File: src/rtl/data_bus_arbiter.sv
// data_bus_arbiter: round-robin arbiter that gives two requesters shared access to a fixed-latency data bus
module data_bus_arbiter #(
  parameter int ADDR_W = 64,
  parameter int DATA_W = 64,
  parameter int BUS_LAT = 1
) (
  input  logic              clk,
  input  logic              resetn,
  input  logic              m0_req,
  input  logic              m0_rw,
  input  logic [ADDR_W-1:0] m0_addr,
  input  logic [DATA_W-1:0] m0_wdata,
  output logic              m0_gnt,
  output logic              m0_rvalid,
  output logic [DATA_W-1:0] m0_rdata,
  output logic              m0_exc,
  input  logic              m1_req,
  input  logic              m1_rw,
  input  logic [ADDR_W-1:0] m1_addr,
  input  logic [DATA_W-1:0] m1_wdata,
  output logic              m1_gnt,
  output logic              m1_rvalid,
  output logic [DATA_W-1:0] m1_rdata,
  output logic              m1_exc,
  output logic              bus_rw,
  output logic [ADDR_W-1:0] bus_addr,
  output logic [DATA_W-1:0] bus_write,
  input  logic [DATA_W-1:0] bus_read,
  input  logic              bus_exception,
  output logic              busy
);
  typedef enum logic [1:0] {IDLE, ACCESS, DONE} state_t;
  state_t state;
  logic last, gidx, hold_rw, resp_exc, sel1, grant;
  logic [3:0] cnt;
  always_comb begin
    sel1 = m1_req && (!m0_req || !last);
    grant = resetn && state == IDLE && (m0_req || m1_req);
  end
  assign m0_gnt = grant && !sel1;
  assign m1_gnt = grant && sel1;
  assign busy = state != IDLE;
  assign bus_rw = state == ACCESS && hold_rw;
  assign m0_rvalid = state == DONE && !gidx;
  assign m1_rvalid = state == DONE && gidx;
  assign m0_exc = m0_rvalid && resp_exc;
  assign m1_exc = m1_rvalid && resp_exc;
  always_ff @(posedge clk or negedge resetn) begin
    if (!resetn) begin
      state <= IDLE;
      cnt <= '0;
      last <= 1'b1;
      gidx <= 1'b0;
      hold_rw <= 1'b0;
      resp_exc <= 1'b0;
      bus_addr <= '0;
      bus_write <= '0;
      m0_rdata <= '0;
      m1_rdata <= '0;
    end else begin
      case (state)
        IDLE: if (grant) begin
          state <= ACCESS;
          gidx <= sel1;
          last <= sel1;
          hold_rw <= sel1 ? m1_rw : m0_rw;
          bus_addr <= sel1 ? m1_addr : m0_addr;
          bus_write <= sel1 ? m1_wdata : m0_wdata;
          cnt <= 4'(BUS_LAT - 1);
        end
        ACCESS: if (cnt == '0) begin
          state <= DONE;
          resp_exc <= bus_exception;
          if (gidx) m1_rdata <= bus_read;
          else m0_rdata <= bus_read;
        end else cnt <= cnt - 4'd1;
        default: state <= IDLE;
      endcase
    end
  end
endmodule
File: config.mk
export PLATFORM = sky130hd
export DESIGN_NAME = data_bus_arbiter
export DESIGN_NICKNAME = d
export VERILOG_FILES = /design/src/rtl/data_bus_arbiter.sv
export SDC_FILE = /design/constraint.sdc
export NUM_CORES = 1
export LEC_CHECK = 0
export CORE_AREA = 8 8 221 223
export CTS_CLUSTER_SIZE = 30
export DETAILED_ROUTE_END_ITERATION = 6
export DIE_AREA = 0 0 229 231
export GPL_ROUTABILITY_DRIVEN = 0
export HOLD_SLACK_MARGIN = 0.15
export SLEW_MARGIN = 20
export SYNTH_ARGS = -nofsm -noshare
export SYNTH_HDL_FRONTEND = slang
export SYNTH_SLANG_ARGS = --single-unit
File: constraint.sdc
create_clock -name clk -period 5.06 [get_ports clk]
set_input_delay 0.759 -clock clk [delete_from_list [all_inputs] [get_ports clk]]
set_output_delay 0.759 -clock clk [all_outputs]
set_load 0.01 [all_outputs]
[Word-level counts from Yosys, hierarchy flattened]
Index checks and enable logic that the tools add are counted.
Word-level totals
  register bits after elaboration: 266
  bits in latches: 0
  bits in writable memories: 0
  ROM bits: 0
  input port bits: 327
  output and inout bits: 264
  word-level logic and storage cells: 52
  memories kept: 0
Operators by class
  $add $sub $neg: 1
  multiply operators: 0
  divide/modulo/power cells: 0
  order comparisons: 0
  eq/ne operators: 5
  shift-type cells: 0
  multiplexer cells: 9
  bitwise gates (word level): 1
  reduce and logical (&&, ||, !) cells: 26
Operator list (count)
  two-way mux 64 bit: 2
  logical AND 1 bit: 10
  AND reduction 3 bit: 3
  two-way mux 4 bit: 2
  case mux 4 bit (2 select lines): 1
  AND reduction 2 bit: 3
  logical NOT 1 bit: 4
  logical NOT 4 bit: 1
  two-way mux 2 bit: 2
  != test 2 bit (second input constant): 2
  case mux 2 bit (2 select lines): 1
  nonzero test 2 bit: 2
  subtractor 4 x 1 -> 4 bit (second input constant): 1
  equality test 2 x 1 -> 1 bit (second input constant): 1
  equality test 2 bit (second input constant): 1
  logical NOT 2 bit: 1
  logical OR 1 bit: 2
  != test 2 x 1 -> 1 bit (second input constant): 1
  two-way mux 1 bit: 1
  inverter 1 bit: 1

[Logic depth before layout (Yosys ltp)]
Gate-level depths: netlist of run 1.
  depth in word-level cells: 5
  depth in mapped cells: 7
  depth with buffers taken out: 5

[Least setup slack after synthesis of run 1]
OpenSTA, ideal clock, no wires.
  kind: input port to output port
  start point: in resetn
  end point: out m1_gnt
  arrival time: 1.559 ns
  data required time: 4.301 ns
  path slack: 2.742 ns
  stages: 4
  path buffers: 2
  cells stage by stage: nor3b_2 and3_1 clkbuf_1 buf_2
Between the ends
  word-level cells in the longest chain between the ends: 3
Ends and longest elaborated chain
  start, declared: line 8  | input logic resetn,
  logical AND 1 bit (2 in series): line 38  | grant = resetn && state == IDLE && (m0_req || m1_req);
  logical AND 1 bit: line 41  | assign m1_gnt = grant && sel1;
  end, declared: line 21  | output logic m1_gnt,
No other way between the ends.

[Final worst setup path of run 1]
  start point: in resetn
  end point: out m0_gnt
Between the ends
  word-level cells in the longest chain between the ends: 3
Ends and longest elaborated chain
  logical AND 1 bit (2 in series): line 38
  logical AND 1 bit: line 40  | assign m0_gnt = grant && !sel1;
  end, declared: line 13  | output logic m0_gnt,
No other way between the ends.

==> out/metrics.csv, run 1 <==
metric,value,unit
# port buffers,590,
average wire per standard cell,23.2,um
Post-Syn Area,11300,um2
RSZ-0062 raised after global routing,no,
largest net degree at the start of global routing,84,
CTS tree,done,
Worst Path Max Fanout,47,
Pins Over Slew Limit,0,
Hold Crit Start,m0_rdata[23],
Worst EP required,4300,ps
vias in the first global route,10100,
LEAKAGE,0.00779,uW
Async SR Flop Fraction,1.00,
total wire length,45300,um
cts bufs inserted,31,
max_slew headroom,0.288,
crit path DAT,3280,ps
Final Setup Violations,0,
Overflow after GRT,0,
Place WS,1560,ps
worst flop-to-flop path startpoint,state[0],
clock sinks,266,
CP Class,input port to primary output,
# DRC,0,
postcts setup bufs,0,
synthesized net count,1095,
Post-Synthesis Cells,766,
Die ar.,52900,um2
Main synth FF type,dfrtp_1,
VDD IR max,0.302,mV
"EDFF count, synth",0,
"count leader, synth",dfrtp_1,
CTS Buffer Depth,3,
Skew-Pair Late Insertion Delay,560,ps
DPL Wire Length,33400,um
Tmin final,4040,ps
ranking of synthesized cells by area,"dfrtp_1 59%, a221o_1 11%, a21boi_0 8.6%, mux2_4 8.0%, mux2_2 6.5%",
initial antenna violation count,3,
WHS Path Cells,1,
"Seq/Total Area, Yosys",0.589,
Core Area,45100,um2
vias per cell,4.70,
Startpoint Class,input port,
Slew @ Worst Pin,1070,ps
share of the synthesized area in the top cell type,0.586,
"antenna viol nets, final",0,
I/O pin total,591,
crit path capture type,primary output,
GRT Util Overall,0.160,
# Max-Cap Violations,0,
synth warn,0,
layout cells sized above 1,0.148,
FMAX,0.247,GHz
DR vias,9203,
Hold WC Path Type,flop to flop,
die height,231,um
Final Instance Area,18700,um2
initial core utilization,0.251,
post-route setup slack,1020,ps
status,finished clean,
H-tree lvl count,1,
P per Cell Area,612,nW/um2
Yosys reg bits,266,
period utilisation layout,0.799,
syn_area_per_cell,14.8,um2
Synth area leader,dfrtp_1,
R2R depth,5,
Initial DRC Count,410,
commonest cells in the netlist,"265 x dfrtp_1, 129 x a21boi_0, 129 x a221o_1",
first-pass GRT wire length,67100,um
Nets,1661,
"CTS clk-pin slew, worst paths",60,ps
library cells used by synthesis,35,
setup_tns,0,ps
"Gates resized, CTS repair",0,
Core Rows,78,
"Cell Area, Placed",17700,um2
Crit. Startpoint,resetn,
final hold violations,0,
Horiz. Die Dim,229,um
Worst Skew,12.4,ps
Clock Root Buffer,clkbuf_16,
area delta synth->final,65.7,%
DR pass1 iterations,5,
## path summary, 6_finish.rpt
check | end | slack (ps)
worst max-delay path | m0_gnt | 1020
worst min-delay path | m0_rdata[23] | 480
worst max register to register | bus_write[19] | 2290
worst min register to register | m0_rdata[23] | 480
max in group asynchronous | bus_write[48] | 2530
min in group asynchronous | m1_rdata[18] | 650
## state kept, by name (all words and copies together) (netlist names)
register	cells
resp_exc	1
gidx	1
bus_write	64
bus_addr	64
m1_rdata	64
cnt	4
m0_rdata	64
last	1
hold_rw	1
state	2
## critical path, cell delays in order
cell             delay (ps)
dlygate4sd3_1           570
buf_8                   240
nor3b_4                 360
buf_4                   470
and3_4                  290
clkdlybuf4s50_1         550
## cells in the final DEF, fill, tap and decap left out, drive strengths merged, types with 3 or more instances in the layout
| cell | count |
|---|---|
| clkdlybuf4s50 | 589 |
| dfrtp | 265 |
| mux2 | 130 |
| a21boi | 129 |
| a221o | 129 |
| clkbuf | 43 |
| buf | 15 |
| clkinv | 11 |
| inv | 5 |
| nor3b | 4 |
| diode | 3 |
| and2 | 3 |
| nor2 | 3 |
| nand2b | 3 |
## through the flow
step	utilization	hold slack, ps	total power (uW)	cells
after floorplan	-	463	6260	766
after global placement	0.392	471	9240	1898
after detailed placement	0.392	476	9300	1898
after CTS	0.415	490	11600	1955
after global routing	0.415	505	12100	1957
final	0.415	484	11500	1958
## cell families (layout without fill, tap and decap cells)
family                     after synthesis  in the layout  share of synthesized area
DFF                                    266            266                      0.589
AOI/OAI and AO/OA                      264            264                      0.203
muxes                                  131            131                      0.150
buffers and inverters                   77            666                     0.0387
and+or+nand+nor                         25             25                     0.0160
adders and majority gates                2              2                    0.00221
xor gates and xnor gates                 1              1                   0.000775
other                                    0              3                          0
## layer usage
metal	vias up	part of all wire	global-route usage
li1	4094	-	-
met1	4588	0.39	0.188
met5	-	0	0
met4	0	0.025	0.0488
met3	55	0.093	0.0585
met2	466	0.49	0.272
## power by group
group / leakage [uW] / internal, uW / switching, uW / total [uW]
sequential: 0.00323 / 3190 / 623 / 3810
clock: 0.000516 / 1340 / 906 / 2240
combinational: 0.00405 / 3280 / 2130 / 5420
## timing repair
| action | in CTS | in global routing |
|---|---|---|
| hold buffers | 1 | 0 |
| endpoints found under the setup margin | 0 | 0 |
| endpoints found under the hold margin | 27 | 0 |
## area by class of cell
cell class	count	area, um2
Multi-Input combinational cell	423	4230
Antenna cell	3	7.51
Clock buffer	43	901
Sequential cell	266	6660
Tap cell	600	751
Timing Repair Buffer	605	6040
Clock inverter	13	126
Inverter	5	18.8
Fill cell	4222	26400
No activity file was read; power rests on OpenSTA's default activity.
==> inputs of run 2 (changes only) <==
--- a/config.mk
+++ b/config.mk
@@ -5,10 +5,10 @@
 export SDC_FILE = /design/constraint.sdc
 export NUM_CORES = 1
 export LEC_CHECK = 0
-export CORE_AREA = 8 8 221 223
+export CORE_AREA = 8 8 222 224
 export CTS_CLUSTER_SIZE = 30
 export DETAILED_ROUTE_END_ITERATION = 6
-export DIE_AREA = 0 0 229 231
+export DIE_AREA = 0 0 230 232
 export GPL_ROUTABILITY_DRIVEN = 0
 export HOLD_SLACK_MARGIN = 0.15
 export SLEW_MARGIN = 20
==> constraint.sdc (replaced) <==
create_clock -name clk -period 4 [get_ports clk]
set_input_delay 0.6 -clock clk [delete_from_list [all_inputs] [get_ports clk]]
set_output_delay 0.6 -clock clk [all_outputs]
set_load 0.01 [all_outputs]
==> run 2 against run 1 <==
Non-clock buffer count down 4; flip-flop and latch count is the same; sequential power rose by 26%; setup slack got worse by 440 ps; critical path depth shrank 3; routed wire length fell by 0.38%; final area grew 0.27%; largest power group unchanged.
==> out/metrics.csv, run 2 (synthesized netlist as in run 1, its figures left out) <==
metric,value,unit
CP Class,flop to primary output,
vias in the first global route,10100,
LEAKAGE,0.00779,uW
clock sinks,266,
cts bufs inserted,31,
initial core utilization,0.247,
vias per cell,4.65,
Pins Over Slew Limit,0,
VDD IR max,0.434,mV
"commonest non-fill, non-tap cell in the layout",clkdlybuf4s50_1,
multi-input logic area,4230,um2
layout cells sized above 1,0.146,
Clock Root Buffer,clkbuf_16,
CTS Buffer Depth,3,
Initial DRC Count,503,
"antenna viol nets, final",0,
Final Setup Violations,0,
final hold violations,0,
FMAX,0.293,GHz
Core Rows,79,
first-pass GRT wire length,67000,um
Nets,1657,
DPL Wire Length,32800,um
Worst Skew,7.32,ps
H-tree lvl count,1,
Startpoint Class,flop,
"CTS clk-pin slew, worst paths",60,ps
# DRC,0,
Tmin final,3420,ps
max_slew headroom,0.346,
largest net degree at the start of global routing,157,
postcts setup bufs,0,
area occupied by registers,6660,um2
crit path capture type,primary output,
period utilisation layout,0.854,
Skew-Pair Late Insertion Delay,550,ps
# Max-Cap Violations,0,
Worst Path Max Fanout,31,
average wire per standard cell,23.0,um
area delta synth->final,66.1,%
Hold WS,235,ps
DR pass1 iterations,4,
status,finished clean,
I/O pin total,591,
Die ar.,53400,um2
CTS tree,done,
crit path DAT,2820,ps
"Gates resized, CTS repair",0,
most frequent cells in the layout,"589 x clkdlybuf4s50_1, 265 x dfrtp_1, 129 x a21boi_0, 129 x a221o_1, 65 x mux2_2",
total wire length,45200,um
Horiz. Die Dim,230,um
# port buffers,590,
FILL cells,4304,
DR vias,9128,
GRT Util Overall,0.161,
setup_tns,0,ps
RSZ-0062 raised after global routing,no,
# hold bufs at CTS,0,
initial antenna violation count,8,
P per Cell Area,779,nW/um2
Slew @ Worst Pin,981,ps
Overflow after GRT,0,
Worst EP required,3400,ps
Hold WC Path Type,input port to asynchronous set/reset pin,
die height,232,um
Core Area,45900,um2
[run 2: critical path, cell delays in order, from the launching register on]
cell	delay [ps]
dfrtp_1	470
nor3b_4	570
and3_4	570
clkdlybuf4s50_1	630
[run 2: cell type report]
type / instances / share of cell area
flip-flops and latches: 266 / 0.354
repair buffers: 601 / 0.322
multi-input cells: 423 / 0.225
clock buffers: 42 / 0.0467
well taps: 607 / 0.0404
clock inverters: 15 / 0.00966
inverters: 5 / 0.000999
diodes: 5 / 0.000666
[run 2: power breakdown]
group | internal (uW) | total, uW | leakage (uW) | switching, uW
clock | 1790 | 2930 | 0.000527 | 1150
combinational | 4150 | 6890 | 0.00404 | 2740
sequential | 4030 | 4810 | 0.00323 | 779
total | 9970 | 14600 | 0.00779 | 4660
[run 2: path summary, 6_finish.rpt]
path	from	endpoint	slack (ps)	depth (start not counted)
setup reg to reg	state[0]	bus_addr[57]	880	5
max in group asynchronous	resetn	bus_addr[62]	2380	3
hold / removal	resetn	m0_rdata[52]	240	2
setup / recovery	state[0]	m0_gnt	580	3
min in group clk	m0_rdata[50]	m0_rdata[50]	490	1
hold reg to reg	m0_rdata[50]	m0_rdata[50]	490	1
[run 2: stage by stage]
step                      utilization  instances  cell area [um2]  setup WS (ps)  total power, uW
after floorplan                     -        766            11300           2000             7920
after detailed placement        0.386       1902            17700            721            11800
final                           0.409       1964            18800            583            14600
after CTS                       0.409       1959            18800            511            14900
after global routing            0.409       1963            18800            469            15500
after global placement          0.386       1902            17700            726            11700
[run 2: layer usage]
layer	track usage	vias to the layer above	routed length, um
li1	-	4076	-
met4	0.0479	4	943
met3	0.0632	57	4310
met5	0	-	27
met1	0.190	4592	17900
met2	0.267	399	22000
==> inputs of run 3 (changes only) <==
--- a/config.mk
+++ b/config.mk
@@ -5,12 +5,15 @@
 export SDC_FILE = /design/constraint.sdc
 export NUM_CORES = 1
 export LEC_CHECK = 0
-export CORE_AREA = 8 8 222 224
+export CELL_PAD_IN_SITES_DETAIL_PLACEMENT = 1
+export CELL_PAD_IN_SITES_GLOBAL_PLACEMENT = 1
+export CORE_AREA = 8 8 224 226
 export CTS_CLUSTER_SIZE = 30
 export DETAILED_ROUTE_END_ITERATION = 6
-export DIE_AREA = 0 0 230 232
+export DIE_AREA = 0 0 232 234
 export GPL_ROUTABILITY_DRIVEN = 0
 export HOLD_SLACK_MARGIN = 0.15
+export PLACE_DENSITY_LB_ADDON = 0.1
 export SLEW_MARGIN = 20
 export SYNTH_ARGS = -nofsm -noshare
 export SYNTH_HDL_FRONTEND = slang
==> run 3 against run 2 <==
Sequential power about the same; power is 3.8% higher; critical endpoint is now m1_gnt; hold slack gained 250 ps; flip-flop and latch count did not move.
==> out/metrics.csv, run 3 (synthesized netlist as in run 1, its figures left out) <==
metric,value,unit
Skew-Pair Late Insertion Delay,520,ps
Die ar.,54300,um2
Slew @ Worst Pin,998,ps
I/O pin total,591,
RSZ-0062 raised after global routing,no,
CTS Buffer Depth,3,
initial core utilization,0.241,
DPL Wire Length,38100,um
Startpoint Class,input port,
FMAX,0.308,GHz
Hold Crit Start,m0_rdata[50],
Worst EP required,3400,ps
Clock Root Buffer,clkbuf_16,
layout cells sized above 1,0.148,
average wire per standard cell,26.5,um
DR pass1 iterations,4,
Nets,1665,
Worst Skew,10.5,ps
switching part of the total,0.326,
R2R depth,5,
most frequent cells in the layout,"589 x clkdlybuf4s50_1, 265 x dfrtp_1, 129 x a21boi_0, 129 x a221o_1, 65 x mux2_2",
CP Class,input port to primary output,
setup_tns,0,ps
period utilisation layout,0.812,
GRT Util Overall,0.186,
DR vias,9238,
max_slew headroom,0.335,
final hold violations,0,
LEAKAGE,0.00786,uW
Hold WS,483,ps
status,finished clean,
Pins Over Slew Limit,0,
total wire length,52500,um
Hold WC Path Type,flop to flop,
Worst Path Max Fanout,37,
WHS Path Cells,1,
crit path capture type,primary output,
VDD IR max,0.323,mV
"CTS clk-pin slew, worst paths",60,ps
P per Cell Area,801,nW/um2
largest net degree at the start of global routing,138,
P_sw,4950,uW
Overflow after GRT,0,
worst flop-to-flop path startpoint,state[0],
initial antenna violation count,8,
crit path DAT,2650,ps
vias in the first global route,10300,
H-tree lvl count,2,
area delta synth->final,67.7,%
Initial DRC Count,347,
die height,234,um
Seq pwr share,0.315,
clock sinks,266,
# DRC,0,
Int Power,10200,uW
# hold bufs at CTS,1,
Core Area,46800,um2
"commonest non-fill, non-tap cell in the layout",clkdlybuf4s50_1,
final core utilization,0.405,
"Gates resized, CTS repair",0,
Core Rows,80,
first-pass GRT wire length,75000,um
postcts setup bufs,0,
# Max-Cap Violations,0,
vias per cell,4.67,
Clk pwr share,0.217,
cts bufs inserted,36,
Final Setup Violations,0,
Tmin final,3250,ps
CTS tree,done,
Crit. Startpoint,resetn,
# port buffers,590,
Combinational Power Share,0.468,
Horiz. Die Dim,232,um
"antenna viol nets, final",0,
[run 3: cell types whose count changed in the layout (fill, tap and decap cells not counted), moves of 2 or more]
cell | previous run | this run
clkbuf_1 | 5 | 8
clkbuf_16 | 31 | 37
clkinv_2 | 9 | 3
inv_6 | 0 | 2
[run 3: power groups by stage]
stage / combinational (uW) / sequential [uW] / clock, uW
6_report: 7110 / 4780 / 3300
5_1_grt: 7590 / 4960 / 3510
4_1_cts: 7270 / 4790 / 3430
3_5_place_dp: 7250 / 4790 / 0
3_3_place_gp: 7180 / 4770 / 0
2_1_floorplan: 2610 / 5310 / 0
[run 3: metal layers]
| layer | vias to the layer above | wire length [um] | track usage |
|---|---|---|---|
| met5 | - | 56 | 0 |
| met4 | 10 | 845 | 0.0462 |
| met3 | 56 | 5050 | 0.0792 |
| met2 | 362 | 25600 | 0.309 |
| met1 | 4707 | 20900 | 0.219 |
| li1 | 4103 | - | - |
[run 3: final timing paths]
kind	endpoint	slack, ps
min in group asynchronous	m1_rdata[13]	550
setup reg to reg	bus_addr[56]	1380
max in group asynchronous	bus_write[34]	1590
hold reg to reg	m0_rdata[50]	480
hold / removal	m0_rdata[50]	480
setup / recovery	m1_gnt	750
[run 3: through the flow]
step / power, uW / std cells / cell area, um2 / setup slack [ps]
after floorplan: 7920 / 766 / 11300 / 2000
after global placement: 12000 / 1912 / 17700 / 1050
after detailed placement: 12000 / 1912 / 17700 / 937
after CTS: 15500 / 1974 / 18900 / 695
after global routing: 16100 / 1976 / 19000 / 614
final: 15200 / 1978 / 19000 / 752
[run 3: cell type report]
class	instances	area (um2)
inverter	5	18.8
clock inverter	11	168
antenna	4	10.0
fill	4872	27900
multi-input combinational	423	4230
timing repair buffer	604	6080
sequential	266	6660
tap	615	769
clock buffer	50	1020
[run 3: critical path, cell delays in order]
cell and delay [ps]:
dlygate4sd3_1 560, buf_8 300, nor3b_4 310, and3_4 240, clkdlybuf4s50_1 600
==> edit 1 (config.mk and constraints of run 3) <==
Set the parameter `DATA_W` to 32 (it was 64).
--- a/src/rtl/data_bus_arbiter.sv
+++ b/src/rtl/data_bus_arbiter.sv
@@ -3,3 +3,3 @@
   parameter int ADDR_W = 64,
-  parameter int DATA_W = 64,
+  parameter int DATA_W = 32,
   parameter int BUS_LAT = 1
Interface: changed (6 resized); port bits go from 591 to 399. The function was not compared with the original's and may differ.
==> edit 1 against run 3 <==
  * Cell area down 34%
  * Critical path type is now reg2out
  * Critical path depth down 1
  * Total power down 39%
  * Setup slack better by 0.30 ns
  * Wire length down 35%
  * Critical endpoint unchanged
  * Sequential cell count down 96
  * Synthesized area down 35%
  * First-iteration DRC count down 46%
==> edit 1: results (changes against run 3) <==
sta:
  max-slew-margin-rel_pct: 38.6  # +5.1 points
  finalMaxSlewViolations: 0  # unchanged
  tns_ns: 0  # unchanged
  skew_ns: 0.00854  # -0.00200 ns
clock_tree:
  htree_levels: 4  # +2
  cts_root_buf: "clkbuf_16"
  cts_resized: 0  # unchanged
  numCtsBuffers: 17  # -53%
  clock_latency_ns: 0.47  # -0.05 ns
  cts_buffer_depth: 2  # -1
  clkSlewWorstSetupHoldPaths_ns: 0.07
  post-cts-setup-buffers: 0  # unchanged
grt:
  grtUsageTotal_pct: 12.6  # -6.0 points
  grt_antenna_before_repair: 9  # +1
  grt_pass1_vias: 7162  # -30%
  grt_pass1_wl_microns: 50200  # -33%
  grt_max_degree: 100  # -28%
yosys:
  synth_commonest_cells: "169 x dfrtp_1, 97 x a21boi_0, 97 x a221o_1"
  synthArstFlopShare_pct: 100  # unchanged
  avgSynthCellArea_sq_um: 14.0  # -4.8%
  synth_nets: 754  # -31%
  synth.distinct_cells: 34  # -2.9%
  ys_seq_area_share_pct: 58.1  # -0.73 points
  synth_area_leaders: "dfrtp_1 58%, a221o_1 13%, a21boi_0 10%"
  ys.flop_type: "dfrtp_1"
  yosysWarnings: 0  # unchanged
worst_setup_path:
  crit_path_start: "state[0]$_DFFE_PN0P_"
  max_stage_delay_ns: 0.55  # -0.05 ns
  slowest_stage: "clkdlybuf4s50_1"
  crit_buf_inv: 2  # -1
  worstPathMaxFanout: 10  # -73%
  r2r_start: "cnt[0]$_DFFE_PN0P_"
  critPathArrivalTime_ns: 2.35  # -0.30 ns
  crit_family: "buffers and inverters"
finish:
  nets: 1131  # -32%
  nFillCells: 5167  # +6.1%
  regMostFlops: "bus_addr"
  largest_reg_flops: 64
  drive_gt1_share_pct: 12.6  # -2.2 points
  instances_no_fill: 1528  # -23%
outcome:
  status: "completed"
pwr:
  irDropWorstVdd_mv: 0.273  # -15%
  leakagePower_nw: 5.04  # -36%
min_path:
  holdCritPathClass: "in2async"
placed_design:
  place.port_buffers: 398  # -33%
  place_hpwl_microns: 23800  # -38%
drt:
  initialDrtViolationCount: 188  # -46%
  routedWlPerCell_microns: 22.3  # -16%
  num_vias: 6225  # -33%
## edit 1: cell count changes after synthesis, moves of 2 or more
cell / run 3 / this run
mux2_4: 60 / 30
buf_12: 6 / 0
buf_2: 35 / 19
dfrtp_1: 265 / 169
buf_1: 0 / 2
a221o_1: 129 / 97
mux2_1: 5 / 1
a21boi_0: 129 / 97
clkbuf_1: 30 / 27
mux2_2: 65 / 35
buf_6: 1 / 3
## edit 1: layout make-up
| type | instances | share of cell area [%] |
|---|---|---|
| Sequential cell | 170 | 33.8 |
| Timing Repair Buffer | 409 | 32.6 |
| Multi-Input combinational cell | 295 | 22.5 |
| Tap cell | 615 | 6.12 |
| Clock buffer | 22 | 3.77 |
| Clock inverter | 7 | 0.925 |
| Inverter | 5 | 0.149 |
| Antenna cell | 5 | 0.0994 |
## edit 1: path summary, 6_finish.rpt
path	slack [ns]	to	cells past startpoint
max	1.05	m1_gnt	4
min	0.25	m1_rdata[27]$_DFFE_PN0P_	2
max reg2reg	1.77	m1_rdata[3]$_DFFE_PN0P_	6
min reg2reg	0.49	m0_rdata[11]$_DFFE_PN0P_	1
max in group asynchronous	2.33	bus_write[12]$_DFFE_PN0P_	3
min in group clk	0.49	m0_rdata[11]$_DFFE_PN0P_	1
## edit 1: through the flow
stage	setup WS, ns	area (sq um)
5_1_grt	0.861	12600
2_1_floorplan	1.95	7320
6_report	1.05	12600
3_5_place_dp	1.35	12000
4_1_cts	0.943	12600
3_3_place_gp	1.35	12000
## edit 1: cell families after synthesis
family	count (synthesis)	share of synthesized area [%]
AO/OA/AOI/OAI	200	23.8
XOR/XNOR	1	0.120
adder cells (fa/ha/maj)	2	0.342
buffers and inverters	56	3.50
flip-flops	170	58.1
multiplexers	67	11.8
AND/OR/NAND/NOR	25	2.24
## edit 1: power breakdown
part	switching, mW	total [mW]	internal (mW)
sequential	0.484	3.05	2.57
combinational	1.83	4.49	2.66
clock	0.766	1.79	1.02
## edit 1: per-layer routing
metal  wire length, microns  vias to the layer above  global-route usage [%]
met3                   3690                       36                    7.51
li1                       -                     2783                       -
met2                  15600                      232                    19.3
met4                    661                       10                    4.17
met1                  14100                     3164                    14.5
met5                     58                        -                       0
==> edit 2 (flow settings as in run 3) <==
Without the edit above. Re-encode `state_t` (3 states) as one-hot, 3 bits wide.
--- a/src/rtl/data_bus_arbiter.sv
+++ b/src/rtl/data_bus_arbiter.sv
@@ -31,3 +31,3 @@
 );
-  typedef enum logic [1:0] {IDLE, ACCESS, DONE} state_t;
+  typedef enum logic [2:0] {IDLE = 3'b001, ACCESS = 3'b010, DONE = 3'b100} state_t;
   state_t state;
Behaviour: no difference found for any inputs over 4 cycles, from zero or initial values and one cycle with resetn low; so few cycles prove little.
==> edit 2 against run 3 <==
  * Sequential cell count increased by 1
  * Setup slack got worse by 0.14 ns
  * Wire length decreased by 3.9%
  * Critical path type unchanged
  * Largest power group unchanged
  * Synthesized area increased by 2.0%
  * Total power decreased by 3.7%
  * Cell area increased by 1.8%
  * Combinational power decreased by 6.6%
  * Clock skew increased by 0.0011 ns
==> edit 2: results (changes against run 3) <==
clock_tree:
  numCtsBuffers: 34  # -5.6%
finish:
  drive_gt1_share_pct: 13.7  # -1.1 points
  nFillCells: 5037  # +3.4%
yosys:
  synth_area_leaders: "dfrtp_1 57%, mux2i_1 11%, o21ai_0 11%"
  ys_seq_area_share_pct: 57.9  # -0.94 points
  synth-xor-area-share_pct: 0  # -0.077 points
  synthMuxAreaShare_pct: 25.7  # +11 points
  synth_compound_area_share_pct: 11.6  # -8.7 points
  synth.distinct_cells: 31  # -11%
worst_setup_path:
  rr_endpoint: "m1_rdata[3]$_DFFE_PN0P_"
  reg2reg_depth: 6  # +1
  critPathArrivalTime_ns: 2.79  # +0.14 ns
  r2r_start: "cnt[0]$_DFFE_PN0P_"
drt:
  routed_wl_microns: 50500  # -3.9%
  wl_met2_microns: 24700  # -3.6%
grt:
  grt_max_degree: 156  # +13%
  use_met3_pct: 8.07  # +0.15 points
  grt_pass1_wl_microns: 73100  # -2.5%
  met1_usage_pct: 20.2  # -1.7 points
  gr-usage-met2_pct: 30.1  # -0.84 points
sta:
  skew_ns: 0.0116  # +0.00111 ns
min_path:
  worstHoldStart: "m0_rdata[36]$_DFFE_PN0P_"
pwr:
  pg_seq_mw: 4.71  # -1%
  irDropWorstVdd_mv: 0.291  # -9.9%
  leakagePower_nw: 7.98  # +1.5%
  comb_power_share_pct: 45.4  # -1.4 points
placed_design:
  post_dp_cell_area_sq_um: 18100  # +1.8%
  place_hpwl_microns: 38000  # -0.40%
outcome:
  status: "completed"
-- edit 2: changes by cell type after synthesis, moves of 10 or more --
cell             run 3  this run
clkbuf_1            30        47
mux2i_1              1       129
o21ai_1              0        10
a221o_1            129         0
o21ai_0              1       251
a21boi_0           129         1
buf_2               35        11
mux2_4              60        50
-- edit 2: stage by stage --
step / utilization [%] / worst slack [ns] / power, mW
finish: 41.2 / 0.613 / 14.6
CTS: 41.2 / 0.567 / 15.0
global route: 41.2 / 0.503 / 15.5
detailed placement: 38.6 / 1.03 / 11.5
floorplan: - / 1.58 / 7.38
global placement: 38.6 / 1.04 / 11.4
-- edit 2: area by class of cell --
class / instances / area [sq um] / area share (%)
Sequential cell: 267 / 6680 / 34.6
Timing Repair Buffer: 605 / 6080 / 31.5
Multi-Input combinational cell: 554 / 4540 / 23.5
Clock buffer: 53 / 1090 / 5.63
Inverter: 3 / 11.3 / 0.0583
Antenna cell: 8 / 20.0 / 0.104
Clock inverter: 9 / 120 / 0.622
Tap cell: 615 / 769 / 3.99
